File: src/rtl/muldiv_unit.sv
// Iterative RV32M multiply/divide unit: shift-add multiply, restoring divide, one bit per clock.
// Latency: XLEN cycles from accept edge to out_valid; divide-by-zero and signed overflow take 1 cycle.
// Backpressure: in_ready only in IDLE; result held in DONE until out_ready; no comb path between sides.
module muldiv_unit #(
    parameter int XLEN = 32
) (
    input  logic            clk,
    input  logic            rst,
    input  logic            in_valid,
    output logic            in_ready,
    input  logic [2:0]      op,
    input  logic [XLEN-1:0] in1,
    input  logic [XLEN-1:0] in2,
    output logic            out_valid,
    input  logic            out_ready,
    output logic [XLEN-1:0] out
);
    localparam int CW = $clog2(XLEN + 1);
    localparam logic [XLEN-1:0] MIN_NEG = {1'b1, {(XLEN-1){1'b0}}};

    typedef enum logic [1:0] {IDLE, CALC, DONE} state_t;
    state_t state, state_nxt;

    logic [CW-1:0]   cnt;
    logic [2:0]      op_q;
    logic            neg_q;
    logic [XLEN-1:0] opnd_q;   // multiplicand magnitude or divisor magnitude
    logic [XLEN-1:0] acc_hi;   // product high half / partial remainder
    logic [XLEN-1:0] acc_lo;   // multiplier shifting out / dividend shifting into quotient

    logic            sgn1, sgn2, neg1, neg2, neg_acc;
    logic            div_zero, div_ovf, special;
    logic [XLEN-1:0] mag1, mag2, special_res;

    // Accept-side decode: operand signedness, magnitudes, result sign and the 1-cycle special cases
    always_comb begin
        sgn1     = (op != 3'b011) && (op != 3'b101) && (op != 3'b111);
        sgn2     = (op == 3'b000) || (op == 3'b001) || (op == 3'b100) || (op == 3'b110);
        neg1     = sgn1 & in1[XLEN-1];
        neg2     = sgn2 & in2[XLEN-1];
        mag1     = neg1 ? -in1 : in1;
        mag2     = neg2 ? -in2 : in2;
        // remainder takes the dividend's sign; everything else the XOR of both signs
        neg_acc  = (op[2] && op[1]) ? neg1 : (neg1 ^ neg2);
        div_zero = op[2] && (in2 == '0);
        div_ovf  = op[2] && !op[0] && (in1 == MIN_NEG) && (in2 == '1);
        special  = div_zero || div_ovf;
        if (div_zero) begin
            special_res = op[1] ? in1 : '1;
        end else begin
            special_res = op[1] ? '0 : in1;
        end
    end

    logic [XLEN:0]   add_sum, div_shift, div_diff;
    logic [XLEN-1:0] step_hi, step_lo;

    // One iteration: LSB-first shift-add for multiply, MSB-first restoring step for divide
    always_comb begin
        add_sum   = {1'b0, acc_hi} + (acc_lo[0] ? {1'b0, opnd_q} : '0);
        div_shift = {acc_hi, acc_lo[XLEN-1]};
        div_diff  = div_shift - {1'b0, opnd_q};
        if (op_q[2]) begin
            step_hi = div_diff[XLEN] ? div_shift[XLEN-1:0] : div_diff[XLEN-1:0];
            step_lo = {acc_lo[XLEN-2:0], ~div_diff[XLEN]};
        end else begin
            step_hi = add_sum[XLEN:1];
            step_lo = {add_sum[0], acc_lo[XLEN-1:1]};
        end
    end

    logic [2*XLEN-1:0] prod, prod_fix;
    logic [XLEN-1:0]   div_val, div_fix, final_res;

    // Sign-correct the value produced by the last iteration and pick the requested half
    always_comb begin
        prod     = {step_hi, step_lo};
        prod_fix = neg_q ? -prod : prod;
        div_val  = op_q[1] ? step_hi : step_lo;
        div_fix  = neg_q ? -div_val : div_val;
        if (op_q[2]) begin
            final_res = div_fix;
        end else if (op_q[1:0] == 2'b00) begin
            final_res = prod_fix[XLEN-1:0];
        end else begin
            final_res = prod_fix[2*XLEN-1:XLEN];
        end
    end

    // State register
    always_ff @(posedge clk or posedge rst) begin
        if (rst) begin
            state <= IDLE;
        end else begin
            state <= state_nxt;
        end
    end

    // Next-state logic
    always_comb begin
        state_nxt = state;
        case (state)
            IDLE:    if (in_valid) state_nxt = special ? DONE : CALC;
            CALC:    if (cnt == CW'(1)) state_nxt = DONE;
            DONE:    if (out_ready) state_nxt = IDLE;
            default: state_nxt = IDLE;
        endcase
    end

    // Handshake outputs depend on state only
    always_comb begin
        in_ready  = (state == IDLE);
        out_valid = (state == DONE);
    end

    // Datapath: latch at accept, iterate in CALC, write result on the final iteration
    always_ff @(posedge clk or posedge rst) begin
        if (rst) begin
            cnt    <= '0;
            op_q   <= '0;
            neg_q  <= 1'b0;
            opnd_q <= '0;
            acc_hi <= '0;
            acc_lo <= '0;
            out    <= '0;
        end else begin
            case (state)
                IDLE: begin
                    if (in_valid) begin
                        op_q   <= op;
                        neg_q  <= neg_acc;
                        acc_hi <= '0;
                        acc_lo <= op[2] ? mag1 : mag2;
                        opnd_q <= op[2] ? mag2 : mag1;
                        if (special) begin
                            cnt <= '0;
                            out <= special_res;
                        end else begin
                            cnt <= CW'(XLEN);
                        end
                    end
                end
                CALC: begin
                    acc_hi <= step_hi;
                    acc_lo <= step_lo;
                    cnt    <= cnt - CW'(1);
                    if (cnt == CW'(1)) begin
                        out <= final_res;
                    end
                end
                default: ;
            endcase
        end
    end
endmodule

File: config.mk
export PLATFORM = sky130hd
export DESIGN_NAME = muldiv_unit
export DESIGN_NICKNAME = d
export VERILOG_FILES = /design/src/rtl/muldiv_unit.sv
export SDC_FILE = /design/constraint.sdc
export NUM_CORES = 1
export LEC_CHECK = 0
export ABC_AREA = 1
export CORE_UTILIZATION = 57
export DETAILED_ROUTE_END_ITERATION = 10
export PLACE_DENSITY = 0.8
export SYNTH_ARGS = -nofsm -noshare
export SYNTH_HDL_FRONTEND = slang
export SYNTH_SLANG_ARGS = --single-unit
export TNS_END_PERCENT = 100
File: constraint.sdc
create_clock -name clk -period 5.5 [get_ports clk]
set_clock_uncertainty 0.2 [all_clocks]
set_input_delay 1.375 -clock clk [delete_from_list [all_inputs] [get_ports clk]]
set_output_delay 1.375 -clock clk [all_outputs]
set_load 0.1 [all_outputs]
==> metrics.cfg <==
[grt]
top_usage_layer = met2
grt_pass1_wl_mm = 127
antenna_found_initial = 2
grt_pass1_vias = 21600
track_usage_pct = 51.1
grt_use_met3_pct = 13.3
use_met1_pct = 58.3
use_met2_pct = 79.3
grt_max_degree = 96
overflow = 0

[logic_synthesis]
postSynthAreaPerCell_sq_um = 5.85
netlist_top_cells_area = dfrtp_1, nand2_1, inv_1
synthCells = 3165
synth.distinct_cells = 59
yosysSeqAreaShare_pct = 18.9
async_flop_share_pct = 100
syn_area_sq_um = 18500
synth_top_area_cell = dfrtp_1
synth_edf_count = 0
ys_warn_count = 0
syn-num-nets = 3309
ys_ff_latch = 140
ys.flop_type = dfrtp_1
synth_top_area_share_pct = 18.9

[route]
wl_per_cell_microns = 23.4
num_vias = 23200
drc_errors = 0
drt_iter0_drc = 3472
vias_per_cell = 6.39
drt_pass1_iterations = 7
wirelength_mm = 84.9
ant_nets = 0

[sta]
relSlewSlack_pct = 21.5
period_minus_slack_ns = 5.25
rsz0062_at_grt = yes
setup_viol = 0
hold_viol_final = 0
slew_viol_final = 0
period_share_pct = 95.4
setup_ws_ns = 0.254
max_freq_mhz = 191
tightestPinTransition_ns = 1.17

[worst_setup_path]
crit_buf_inv = 1
path_delay_family = simple AND/OR/NAND/NOR gates
cp_slowest_cell = nor2_1
cp_max_fo = 15
critPathKind = reg -> reg
end_kind = flip-flop
cpMostUsedCell = nand2_1
cp.required_ns = 5.64
slowest_delay_ns = 0.76
critPathArrivalTime_ns = 5.39
critPathLaunchType = flip-flop

[final_layout]
drive_gt1_share_pct = 7.20
most-common-layout-cells = nand2_1, inv_1, nor2_1
nets = 3356
area_delta_synth_final_pct = 9.60
instances_no_fill = 3626
diodes = 0
layout_commonest_cell = nand2_1

[placed_design]
io_buffers = 104
hpwl_mm = 66.3
place.gp.congestion = 1.19
place_ws_ns = 0.0882
placed_cells = 3595

[clock_network]
cts_tree = built
cts-root-buf = clkbuf_16
insertion_delay_ns = 0.45
cts.clk_slew.worst_paths_ns = 0.07
post_cts_buffers = 0
cts_buffer_depth = 2
numClockSinks = 140
ctsHtreeMaxLevel = 4
numCtsBuffers = 17

[run]
drv_cap = 0

[die]
coreArea_sq_um = 31700
num_rows = 65
start_util_pct = 58.3
die_y_microns = 182
io_pins = 105
die-area_sq_um = 33200
dieWidth_microns = 182

[run_status]
status = complete, no violations

[worst_hold_path]
min_path_type = reg -> reg

==> flip-flops by register name, summed over array words and instances (netlist names) <==
| signal | count |
|---|---|
| acc_hi | 32 |
| acc_lo | 32 |
| opnd_q | 32 |
| out | 32 |
| cnt | 6 |
| op_q | 3 |
| state | 2 |
| neg_q | 1 |
==> path summary, 6_finish.rpt <==
check,cells after the start,endpoint,from,slack (ns)
worst max-delay path,26,out[29],acc_lo[0],0.25
worst min-delay path,2,out[30],out[30],0.28
worst max register to register,26,out[29],acc_lo[0],0.25
worst min register to register,2,out[30],out[30],0.28
max in group asynchronous,3,acc_hi[30],rst,2.97
min in group asynchronous,2,cnt[2],rst,1.31
==> area by class of cell <==
type                    instances  area [sq um]
clock buffers                  19           443
clock inverters                12           113
fillers                      3010         11400
inverters                     472          1780
multi-input cells            2437         12600
flip-flops and latches        140          3510
well taps                     402           503
repair buffers                144          1370
==> synth_stat cells (all sizes together), types with 2 or more instances <==
| master | count |
|---|---|
| a221o | 8 |
| a21boi | 5 |
| xnor2 | 16 |
| o21bai | 10 |
| o2111ai | 4 |
| a31oi | 25 |
| nor3 | 34 |
| buf | 45 |
| a22oi | 18 |
| o21a | 13 |
| nor4 | 6 |
| inv | 469 |
| or2 | 8 |
| clkinv | 3 |
| nand3 | 267 |
| clkbuf | 69 |
| nand4 | 50 |
| o21ai | 237 |
| o221ai | 17 |
| and2 | 9 |
| nor3b | 2 |
| nand2 | 985 |
| o22ai | 45 |
| dfrtp | 140 |
| a21o | 5 |
| a221oi | 3 |
| a21oi | 166 |
| o211ai | 8 |
| ha | 71 |
| nand3b | 12 |
| fa | 2 |
| nor2 | 317 |
| xor2 | 88 |
| o31ai | 3 |
==> routing by layer <==
| metal | vias to the layer above | routed length [microns] | share of wire, % |
|---|---|---|---|
| met4 | 2 | 9250 | 11 |
| met3 | 518 | 11000 | 13 |
| met2 | 1853 | 35700 | 42 |
| li1 | 10300 | - | - |
| met1 | 10500 | 28900 | 34 |
| met5 | - | 11 | 0.013 |
==> what timing repair did <==
item / in CTS / in global routing
endpoints found under the setup margin: 0 / 14
gates resized for setup: 0 / 6
hold buffers: 0 / 0
==> worst reg2reg max path: cells and delay by family, from the launching register on <==
family | cells | cell delay [ns]
DFF | 1 | 0.63
adders and majority gates | 1 | 0.42
buffers and inverters | 1 | 0.08
and+or+nand+nor | 24 | 3.84
==> through the flow <==
stage / utilization, % / TNS [ns] / area [sq um] / hold slack, ns
6_report: 63.9 / 0 / 20300 / 0.284
5_1_grt: 63.9 / -0.0158 / 20300 / 0.293
4_1_cts: 63.9 / 0 / 20300 / 0.280
3_5_place_dp: 62.1 / 0 / 19700 / 0.265
3_3_place_gp: 62.1 / 0 / 19700 / 0.268
2_1_floorplan: - / 0 / 18500 / 0.247
==> kinds of logic (layout without fill, tap and decap cells) <==
logic type | count (synthesis) | in the layout | share of synthesized area [%]
DFF | 140 | 140 | 18.9
AOI/OAI and AO/OA | 569 | 569 | 17.9
muxes | 1 | 1 | 0.0541
adders and majority gates | 73 | 73 | 5.02
buffers and inverters | 588 | 647 | 13.3
xor gates and xnor gates | 104 | 104 | 4.92
and+or+nand+nor | 1690 | 1690 | 39.9
Power is not shown: default switching activity piles up to over one toggle a cycle in this logic, so the estimate is an artifact.
